**config.mk**
```make
export PLATFORM = sky130hd
export DESIGN_NAME = keypad_scanner
export DESIGN_NICKNAME = d
export VERILOG_FILES = /design/src/rtl/keypad_scanner.sv
export SDC_FILE = /design/constraint.sdc
export NUM_CORES = 1
export LEC_CHECK = 0
export ABC_AREA = 1
export ABC_CLOCK_PERIOD_IN_PS = 2200
export BUFFER_PORTS_ARGS = -buffer_cell sky130_fd_sc_hd__buf_2
export CAP_MARGIN = 20
export CORE_MARGIN = 2
export CORE_UTILIZATION = 50
export DETAILED_ROUTE_END_ITERATION = 8
export MAX_ROUTING_LAYER = met4
export PLACE_DENSITY = 0.69
export SYNTH_ARGS = -nofsm -noshare
export SYNTH_HDL_FRONTEND = slang
export SYNTH_SLANG_ARGS = --single-unit
export TNS_END_PERCENT = 20
```
**constraint.sdc**
```tcl
create_clock -name clk -period 2.2 [get_ports clk]
set_input_delay 0.44 -clock clk [delete_from_list [all_inputs] [get_ports clk]]
set_output_delay 0.44 -clock clk [all_outputs]
set_load 0.01 [all_outputs]
```
**src/rtl/keypad_scanner.sv**
```systemverilog
// keypad_scanner: scans a 4x4 active-low key matrix one column at a time.
// Each sampled key is debounced individually, and every debounced press or
// release is presented as an event on a valid/ready handshake.
//
// Ports:
//   clk           - clock; all logic runs on the rising edge
//   reset         - synchronous, active-high reset
//   col_out[3:0]  - active-low column drive; exactly one bit is low
//   row_in[3:0]   - asynchronous, active-low row sense (0 = pressed)
//   event_valid   - a key event is pending
//   event_ready   - the consumer accepts the pending event
//   event_key     - key index of the event, row*4 + col
//   event_pressed - 1 = press, 0 = release
//   keys_state    - debounced pressed map; bit k is key k
module keypad_scanner #(
    parameter int unsigned SETTLE_CYCLES  = 16,
    parameter int unsigned DEBOUNCE_SCANS = 4
) (
    input  logic        clk,
    input  logic        reset,
    output logic [3:0]  col_out,
    input  logic [3:0]  row_in,
    output logic        event_valid,
    input  logic        event_ready,
    output logic [3:0]  event_key,
    output logic        event_pressed,
    output logic [15:0] keys_state
);

    localparam int unsigned CntW = $clog2(DEBOUNCE_SCANS);
    localparam int unsigned SetW = $clog2(SETTLE_CYCLES);
    localparam logic [CntW-1:0] CntMax  = CntW'(DEBOUNCE_SCANS - 1);
    localparam logic [SetW-1:0] SetLoad = SetW'(SETTLE_CYCLES - 1);

    typedef enum logic [1:0] {StSettle, StCheck, StEmit} state_e;

    state_e            state_q, state_d;
    logic [SetW-1:0]   settle_q, settle_d;
    logic [1:0]        col_q, col_d;
    logic [1:0]        row_q, row_d;
    logic [3:0]        col_out_q, col_out_d;
    logic [3:0]        sample_q, sample_d;
    logic [15:0]       keys_q, keys_d;
    logic [CntW-1:0]   cnt_q [16];
    logic [CntW-1:0]   cnt_d [16];
    logic              ev_valid_q, ev_valid_d;
    logic [3:0]        ev_key_q, ev_key_d;
    logic              ev_pressed_q, ev_pressed_d;

    logic [3:0]        row_meta_q, row_sync_q;

    logic [3:0]        key_idx;
    logic              cur_sample;
    logic              cur_state;
    logic              do_adv;

    // Two-flop synchronizer; no reset needed since its contents are flushed
    // long before the first sample is taken.
    always_ff @(posedge clk) begin
        row_meta_q <= row_in;
        row_sync_q <= row_meta_q;
    end

    always_ff @(posedge clk) begin
        if (reset) begin
            state_q      <= StSettle;
            settle_q     <= SetLoad;
            col_q        <= 2'd0;
            row_q        <= 2'd0;
            col_out_q    <= 4'b1110;
            sample_q     <= 4'd0;
            keys_q       <= 16'd0;
            ev_valid_q   <= 1'b0;
            ev_key_q     <= 4'd0;
            ev_pressed_q <= 1'b0;
            for (int k = 0; k < 16; k++) begin
                cnt_q[k] <= '0;
            end
        end else begin
            state_q      <= state_d;
            settle_q     <= settle_d;
            col_q        <= col_d;
            row_q        <= row_d;
            col_out_q    <= col_out_d;
            sample_q     <= sample_d;
            keys_q       <= keys_d;
            ev_valid_q   <= ev_valid_d;
            ev_key_q     <= ev_key_d;
            ev_pressed_q <= ev_pressed_d;
            for (int k = 0; k < 16; k++) begin
                cnt_q[k] <= cnt_d[k];
            end
        end
    end

    always_comb begin
        state_d      = state_q;
        settle_d     = settle_q;
        col_d        = col_q;
        row_d        = row_q;
        col_out_d    = col_out_q;
        sample_d     = sample_q;
        keys_d       = keys_q;
        ev_valid_d   = ev_valid_q;
        ev_key_d     = ev_key_q;
        ev_pressed_d = ev_pressed_q;
        for (int k = 0; k < 16; k++) begin
            cnt_d[k] = cnt_q[k];
        end
        do_adv     = 1'b0;
        key_idx    = {row_q, col_q};
        cur_sample = sample_q[row_q];
        cur_state  = keys_q[key_idx];

        case (state_q)
            StSettle: begin
                if (settle_q == '0) begin
                    sample_d = ~row_sync_q;
                    row_d    = 2'd0;
                    state_d  = StCheck;
                end else begin
                    settle_d = settle_q - 1'b1;
                end
            end
            StCheck: begin
                if (cur_sample == cur_state) begin
                    cnt_d[key_idx] = '0;
                    do_adv         = 1'b1;
                end else if (cnt_q[key_idx] < CntMax) begin
                    cnt_d[key_idx] = cnt_q[key_idx] + 1'b1;
                    do_adv         = 1'b1;
                end else begin
                    cnt_d[key_idx]  = '0;
                    keys_d[key_idx] = ~cur_state;
                    ev_key_d        = key_idx;
                    ev_pressed_d    = cur_sample;
                    ev_valid_d      = 1'b1;
                    state_d         = StEmit;
                end
            end
            StEmit: begin
                // Everything holds until the consumer takes the event.
                if (event_ready) begin
                    ev_valid_d = 1'b0;
                    do_adv     = 1'b1;
                end
            end
            default: begin
                state_d  = StSettle;
                settle_d = SetLoad;
            end
        endcase

        if (do_adv) begin
            if (row_q != 2'd3) begin
                row_d   = row_q + 2'd1;
                state_d = StCheck;
            end else begin
                col_d     = col_q + 2'd1;
                col_out_d = ~(4'b0001 << col_d);
                settle_d  = SetLoad;
                state_d   = StSettle;
            end
        end
    end

    assign col_out       = col_out_q;
    assign event_valid   = ev_valid_q;
    assign event_key     = ev_key_q;
    assign event_pressed = ev_pressed_q;
    assign keys_state    = keys_q;

endmodule

```
==> reports/summary.json, run 1 <==
{
  "status": {
    "status": "complete, no violations"
  },
  "cts": {
    "cts-htree-levels": 3,
    "worst_skew_pair.late_latency_ns": 0.38,
    "post_cts_clock_slew_at_the_launch_and_capture_registers_of_the_worst_setup_and_hold_paths_ns": 0.09,
    "clock_tree.root_cell": "clkbuf_8",
    "sinks_on_clock_net": 80,
    "cts-root-to-sink-buffers": 2,
    "tritoncts_clock_tree": "yes",
    "tritoncts.num_buffers": 9,
    "postCtsHoldBufs": 0
  },
  "die": {
    "die_area_um2": 9240,
    "die_width_um": 96.1,
    "rows": 33,
    "initial_core_utilization_pct": 51.6,
    "fp.coreArea_um2": 8220,
    "floorplan.io_pins": 33,
    "die_h_um": 96.1
  },
  "route": {
    "drtIter0Drc": 230,
    "dr_wl_met3_um": 604,
    "total_vias_in_the_final_route": 4040,
    "wl_met2_um": 4730,
    "route.final.wire_length_um": 10800,
    "antenna_left": 0,
    "via_per_inst": 5.33,
    "routedWlPerCell_um": 14.2,
    "detail_route.first_pass.iterations": 6,
    "detail_route.drc_violations": 0,
    "met1Wirelength_um": 5230,
    "top_signal_layer_used": "met4"
  },
  "sta": {
    "finalHoldWorstSlack_ns": 0.163,
    "maxClockFrequency_ghz": 0.485,
    "timing.final.hold_violations": 0,
    "worstMarginPinSlew_ns": 0.518,
    "timing.slew.headroom_pct": 65.3,
    "finalWorstPathRequiredPeriod_ns": 2.06,
    "post-route-period-util_pct": 93.8,
    "finalSetupViolCount": 0,
    "slew_viol_final": 0,
    "worst_clock_skew_ns": 0.0164,
    "grt_setup_unrepaired": "yes"
  },
  "synth": {
    "synth_top_area_share_pct": 37.8,
    "synth.top_cells.by_area": "dfxtp_1 38%, nand2_1 13%, a21oi_1 7.2%",
    "yosysSeqAreaShare_pct": 37.8,
    "synth-compound-area-share_pct": 18.4,
    "number_of_synthesis_warnings": 0,
    "simple_gate_area_share_of_the_yosys_netlist_pct": 27.7,
    "xor_xnor_portion_of_the_synthesized_cell_area_pct": 0.206,
    "mapped_area_um2": 4240,
    "ys_types": 31,
    "synth_mux_area_share_pct": 0,
    "yosys_register_bits": 80,
    "main_combinational_cell_family_by_area_after_synthesis": "simple AND/OR/NAND/NOR gates",
    "post_synth.cell_area_avg_um2": 7.00,
    "post_synth_fa_ha_maj_area_fraction_pct": 5.31,
    "synth_fp_nets": 631,
    "postSynthCellCount": 606,
    "synth.largest_area_cell": "dfxtp_1"
  },
  "setup_path": {
    "setup.worst_path.start_class": "register",
    "crit_path_end_kind": "register",
    "crit-reg2reg-launch": "col_q[0]",
    "critical_path_class": "reg -> reg",
    "arrival_ns": 2.34,
    "worst_setup_path_startpoint": "col_q[0]",
    "cp.required_ns": 2.47,
    "worst-path-max-fanout": 20
  },
  "place": {
    "dpl_cell_area_um2": 4560,
    "port_buffers": 32,
    "gp_routability_congestion": 0.950,
    "detailedPlacementHpwl_um": 7440
  },
  "finish": {
    "final_layout_size_suffix_gt1_share_pct": 19.1,
    "nets": 673,
    "syn_to_final_growth_pct": 15.7,
    "design_area_um2": 4910,
    "fill_cells": 782,
    "diodes": 0
  },
  "global_route": {
    "first_global_vias": 3550,
    "initial_antenna_violation_count": 0,
    "grt_start_max_net_pins": 33,
    "global_route_wire_length_before_repair_um": 17200,
    "gr-usage-all-layers_pct": 24.8,
    "grt_overflow": 0
  },
  "pwr": {
    "power.share.combinational_pct": 27.8,
    "p_per_area_nw_per_um2": 770,
    "internal-power_mw": 2.44,
    "swShare_pct": 35.5,
    "ir_drop_v": 0.000377,
    "power_mw": 3.78,
    "total_leakage_power_nw": 2.28,
    "clock_share_of_power_pct": 28.1,
    "netSwitchingPower_mw": 1.34,
    "proportion_of_power_drawn_by_flip_flops_and_latches_pct": 44.1
  },
  "job": {
    "maxCapViolations": 0
  },
  "worst_hold_path": {
    "hold_path_class": "in -> reg",
    "min_from": "row_in[3]"
  }
}
[registers in the layout (all words and copies together) (netlist names), 4 cells and up]
| signal | flops |
|---|---|
| cnt_q | 32 |
| keys_state | 16 |
| col_out | 4 |
| event_key | 4 |
| row_meta_q | 4 |
| row_sync_q | 4 |
| sample_q | 4 |
| settle_q | 4 |
[cell families after synthesis]
group,count (synthesis)
and+or+nand+nor,264
AOI/OAI and AO/OA,146
buffers and inverters,97
DFF,80
adders and majority gates,18
xor gates and xnor gates,1
[metal layers]
metal | vias to the layer above | GRT usage, %
met5 | - | -
met1 | 1825 | 34.1
met3 | 28 | 4.39
met4 | 0 | 6.90
li1 | 2061 | -
met2 | 126 | 37.4
[synthesized netlist by cell type]
master and count:
nand2_1 142, dfxtp_1 80, nor2_1 66, inv_1 63, a21oi_1 61, o21ai_0 49, nand3_1 28, ha_1 18
o21ai_1 16, nand3_2 12, clkbuf_1 11, buf_6 8, o22ai_1 8, nand2_2 6, nand4_1 6, inv_2 5
a21oi_2 4, buf_2 4, buf_1 2, buf_4 2, nand2_4 2, o2111ai_1 2, o211ai_1 2, o221ai_1 2
a32oi_1 1, buf_8 1, clkinv_1 1, nand3_4 1, nor2_8 1, o31ai_1 1, xnor2_1 1
[metrics by stage]
| step | std cells | util, % | setup slack (ns) | TNS (ns) |
|---|---|---|---|---|
| 2_1_floorplan | 606 | - | 0.00444 | 0 |
| 3_3_place_gp | 740 | 55.5 | 0.0553 | 0 |
| 3_5_place_dp | 740 | 55.5 | 0.00229 | 0 |
| 4_1_cts | 756 | 57.8 | 0.00322 | 0 |
| 5_1_grt | 758 | 59.7 | -0.0256 | -0.0271 |
| 6_report | 758 | 59.7 | 0.137 | 0 |
[timing repair]
item,CTS,global route
pin swaps,0,6
gates cloned,0,1
endpoints found under the hold margin,0,0
setup endpoints to repair,1,66
gates resized for setup,1,39
setup buffers,0,1
[worst max-delay path, cell delays in order, from the launching register on]
cell     delay [ns]
dfxtp_4        0.38
inv_6          0.14
buf_4          0.17
nand2_1        0.06
nand3_1        0.07
nand3_1        0.16
nand3_2        0.14
nand3_2        0.12
nand2_4        0.12
nand2_2        0.09
buf_4          0.18
a21oi_1        0.17
nand2_1        0.07
nand2_1        0.06
nor2_1         0.04
[power groups by stage]
stage               clock [mW]  sequential, mW  combinational [mW]
floorplan                    0            1.68               0.747
global placement             0            1.69               0.930
detailed placement           0            1.70               0.954
CTS                       1.09            1.66               0.960
global route              1.15            1.68                1.19
finish                    1.06            1.66                1.05
[final timing paths]
path                                       to  slack, ns  depth (start not counted)
worst min register to register  row_sync_q[0]       0.33                          0
worst max register to register    cnt_q[8][0]       0.14                         14
worst min-delay path            row_meta_q[3]       0.16                          1
worst max-delay path              cnt_q[8][0]       0.14                         14
[layout by cell type (no fill, tap or decap), drive strengths merged]
master and n:
o22ai 8, nand3 41, o2111ai 2, ha 18, buf 58, o211ai 2, o221ai 2, a32oi 1
clkinv 3, nand2 150, clkbuf 9, xnor2 1, a21oi 65, o31ai 1, o21ai 65, inv 73
dfxtp 80, nand4 6, nor2 68
[layout make-up]
cell class / instances / area [µm²] / share of cell area [%]
repair buffers: 58 / 420 / 8.57
clock buffers: 9 / 124 / 2.52
well taps: 105 / 131 / 2.68
inverters: 69 / 269 / 5.48
flip-flops and latches: 80 / 1610 / 32.7
clock inverters: 7 / 62.6 / 1.28
multi-input cells: 430 / 2290 / 46.7
Note: power is estimated with default switching activity, not from simulation.
==> run 2: changes to the inputs <==
--- a/config.mk
+++ b/config.mk
@@ -11,3 +11,2 @@
 export CAP_MARGIN = 20
-export CORE_MARGIN = 2
 export CORE_UTILIZATION = 50
==> constraint.sdc (replaced) <==
create_clock -name clk -period 2.2 [get_ports clk]
set_input_delay 0 -clock clk [delete_from_list [all_inputs] [get_ports clk]]
set_output_delay 0 -clock clk [all_outputs]
set_load 0.01 [all_outputs]
==> reports/summary.json, run 2 (synthesis results as in run 1) <==
{
  "sta": {
    "worstMarginPinSlew": {"value": 0.474, "unit": "ns", "change": "-0.0439 ns"},
    "maxClockFrequency": {"value": 0.465, "unit": "GHz", "change": "-4.1%"},
    "tns": {"value": 0, "unit": "ns", "change": "unchanged"},
    "timing.final.hold_violations": {"value": 0, "change": "unchanged"},
    "finalWorstPathRequiredPeriod": {"value": 2.15, "unit": "ns", "change": "+0.0878 ns"},
    "worst_clock_skew": {"value": 0.00826, "unit": "ns", "change": "-0.00814 ns"},
    "finalHoldWorstSlack": {"value": 0.264, "unit": "ns", "change": "+0.101 ns"},
    "timing.slew.headroom": {"value": 68.3, "unit": "%", "change": "+2.9 points"},
    "finalSetupViolCount": {"value": 0, "change": "unchanged"},
    "slew_viol_final": {"value": 0, "change": "unchanged"},
    "post-route-period-util": {"value": 97.8, "unit": "%", "change": "+4.0 points"}
  },
  "finish": {
    "design_area": {"value": 4900, "unit": "µm²", "change": "-0.15%"},
    "final_layout_size_suffix_gt1_share": {"value": 17.6, "unit": "%", "change": "-1.6 points"},
    "largest_register_ffs": {"value": 32, "change": "unchanged"},
    "fill_cells": {"value": 757, "change": "-3.2%"},
    "fin_cells": {"value": 765, "change": "+0.92%"},
    "syn_to_final_growth_pct": 15.5,
    "final_common_cell": "nand2_1",
    "nets": {"value": 680, "change": "+1.0%"},
    "registers.top_by_ff_count": "cnt_q",
    "diodes": {"value": 0, "change": "unchanged"},
    "most_frequent_cells_in_the_layout": "141 x nand2_1, 78 x dfxtp_1, 66 x nor2_1"
  },
  "cts": {
    "clock_tree.root_cell": "clkbuf_8",
    "post_cts_clock_slew_at_the_launch_and_capture_registers_of_the_worst_setup_and_hold_paths": {"value": 0.09, "unit": "ns", "change": "about the same"},
    "tritoncts_clock_tree": "yes",
    "cts-root-to-sink-buffers": {"value": 2, "change": "unchanged"},
    "sinks_on_clock_net": {"value": 80, "change": "unchanged"},
    "tritoncts.num_buffers": {"value": 9, "change": "unchanged"},
    "cts-htree-levels": {"value": 3, "change": "unchanged"},
    "worst_skew_pair.late_latency": {"value": 0.37, "unit": "ns", "change": "about the same"},
    "cts.repair_timing.setup_buffer_count": {"value": 0, "change": "unchanged"}
  },
  "setup_path": {
    "crit_path_end_kind": "register",
    "critical_path.most_common_cell": "nand2_1",
    "crit-reg2reg-launch": "col_q[0]",
    "crit_path_cell_trace": "buf_8 > o21ai_0 > o22ai_1 > o221ai_1 > nand2_1 > ha_4 > inv_2 > nand2_1 > nand3_4 > buf_4 > nand4_1 > nand2_1 > nor2_1",
    "cp_slowest_stage_delay": {"value": 0.38, "unit": "ns", "change": "about the same"},
    "worstPathBufferInverterCount": {"value": 3, "change": "unchanged"},
    "worst_path_dominant_cell_family": "simple AND/OR/NAND/NOR gates",
    "worst-path-max-fanout": {"value": 19, "change": "-5.0%"},
    "worst_setup_path_startpoint": "col_q[0]",
    "worst_path_max_delay_cell": "dfxtp_4",
    "setup.worst_path.start_class": "register",
    "cp.required": {"value": 2.44, "unit": "ns", "change": "-0.03 ns"},
    "critical_path_class": "reg -> reg",
    "arrival": {"value": 2.40, "unit": "ns", "change": "+0.06 ns"}
  },
  "route": {
    "detail_route.drc_violations": {"value": 0, "change": "unchanged"},
    "drtIter0Drc": {"value": 207, "change": "-10%"},
    "route.final.wire_length": {"value": 10700, "unit": "µm", "change": "-0.95%"},
    "via_per_inst": {"value": 5.29, "change": "-0.72%"},
    "detail_route.first_pass.iterations": {"value": 5, "change": "-1"},
    "antenna_left": {"value": 0, "change": "unchanged"},
    "total_vias_in_the_final_route": {"value": 4048, "change": "+0.20%"},
    "routedWlPerCell": {"value": 14.0, "unit": "µm", "change": "-1.9%"}
  },
  "job": {
    "maxCapViolations": {"value": 0, "change": "unchanged"}
  },
  "die": {
    "die_area": {"value": 8860, "unit": "µm²", "change": "-4.1%"},
    "die_h": {"value": 94.1, "unit": "µm", "change": "-2.1%"},
    "fp.coreArea": {"value": 8220, "unit": "µm²", "change": "unchanged"},
    "floorplan.io_pins": {"value": 33, "change": "unchanged"},
    "rows": {"value": 33, "change": "unchanged"},
    "die_width": {"value": 94.1, "unit": "µm", "change": "-2.1%"},
    "initial_core_utilization": {"value": 51.6, "unit": "%", "change": "unchanged"}
  },
  "worst_hold_path": {
    "min_from": "row_in[3]",
    "hold_path_class": "in -> reg"
  },
  "pwr": {
    "ir_drop": {"value": 0.000399, "unit": "V", "change": "+5.8%"},
    "total_leakage_power": {"value": 2.28, "unit": "nW", "change": "about the same"},
    "proportion_of_power_drawn_by_flip_flops_and_latches": {"value": 44.5, "unit": "%", "change": "+0.4 points"},
    "power.share.combinational": {"value": 27.2, "unit": "%", "change": "-0.6 points"},
    "internal-power": {"value": 2.43, "unit": "mW", "change": "-0.35%"},
    "p_per_area": {"value": 764, "unit": "nW/µm²", "change": "-0.77%"},
    "swShare": {"value": 35.1, "unit": "%", "change": "-0.37 points"},
    "netSwitchingPower": {"value": 1.31, "unit": "mW", "change": "-1.9%"},
    "clock_share_of_power": {"value": 28.3, "unit": "%", "change": "+0.2 points"}
  },
  "global_route": {
    "gr-usage-all-layers": {"value": 26.6, "unit": "%", "change": "+1.8 points"},
    "global_route_wire_length_before_repair": {"value": 17800, "unit": "µm", "change": "+3.5%"},
    "initial_antenna_violation_count": {"value": 0, "change": "unchanged"},
    "grt_start_max_net_pins": {"value": 38, "change": "+15%"},
    "grt_overflow": {"value": 0, "change": "unchanged"},
    "first_global_vias": {"value": 3760, "change": "+5.9%"}
  },
  "place": {
    "port_buffers": {"value": 32, "change": "unchanged"},
    "post-place-cells": {"value": 743, "change": "+0.41%"},
    "detailedPlacementHpwl": {"value": 7660, "unit": "µm", "change": "+2.9%"},
    "dpl_cell_area": {"value": 4580, "unit": "µm²", "change": "+0.49%"},
    "gp_routability_congestion": {"value": 0.900, "change": "-5.3%"}
  },
  "status": {
    "status": "complete, no violations"
  }
}
[run 2: power groups by stage]
stage | registers (mW) | logic (mW) | clock network, mW
finish | 1.67 | 1.02 | 1.06
CTS | 1.67 | 0.971 | 1.08
global placement | 1.70 | 0.929 | 0
floorplan | 1.68 | 0.747 | 0
detailed placement | 1.70 | 0.959 | 0
global route | 1.68 | 1.16 | 1.13
[run 2: final cells by class]
type / count / area [µm²] / area share, %
multi-input combinational: 429 / 2240 / 45.7
clock inverter: 7 / 60.1 / 1.23
sequential: 80 / 1610 / 32.8
timing repair buffer: 66 / 470 / 9.60
tap: 105 / 131 / 2.68
clock buffer: 9 / 124 / 2.53
inverter: 69 / 269 / 5.49
[run 2: worst reg2reg max path, stage by stage (launching register included)]
cell and delay, ns:
dfxtp_4 0.38, buf_8 0.16, o21ai_0 0.17, o22ai_1 0.11, o221ai_1 0.15, nand2_1 0.14
ha_4 0.21, inv_2 0.07, nand2_1 0.10, nand3_4 0.15, buf_4 0.15, nand4_1 0.09
nand2_1 0.11, nor2_1 0.04
[run 2: routing by layer]
layer | global-route usage [%] | vias up | routed length, µm
met4 | 8.59 | 0 | 164
met2 | 41.4 | 113 | 4850
met3 | 5.50 | 21 | 478
li1 | - | 2076 | -
met1 | 34.3 | 1838 | 5190
met5 | - | - | 0
[run 2: per-stage QoR]
stage / util (%) / setup WS (ns) / power, mW
after floorplan: - / 0.00444 / 2.43
after global placement: 55.8 / 0.0455 / 2.62
after detailed placement: 55.8 / -0.00966 / 2.66
after CTS: 58.8 / 0.0321 / 3.71
after global routing: 59.6 / -0.0759 / 3.98
final: 59.6 / 0.0493 / 3.74
[run 2: final timing paths]
path | to | slack [ns] | cells after the start
setup / recovery | col_q[0] | 0.05 | 13
hold / removal | row_meta_q[3] | 0.26 | 2
setup reg to reg | col_q[0] | 0.05 | 13
hold reg to reg | row_sync_q[3] | 0.33 | 0
[run 2: what timing repair did]
action / CTS / global route
hold endpoints to repair: 12 / 0
pin swaps: 0 / 1
hold buffers: 6 / 0
resized for setup: 2 / 21
setup endpoints to repair: 1 / 67
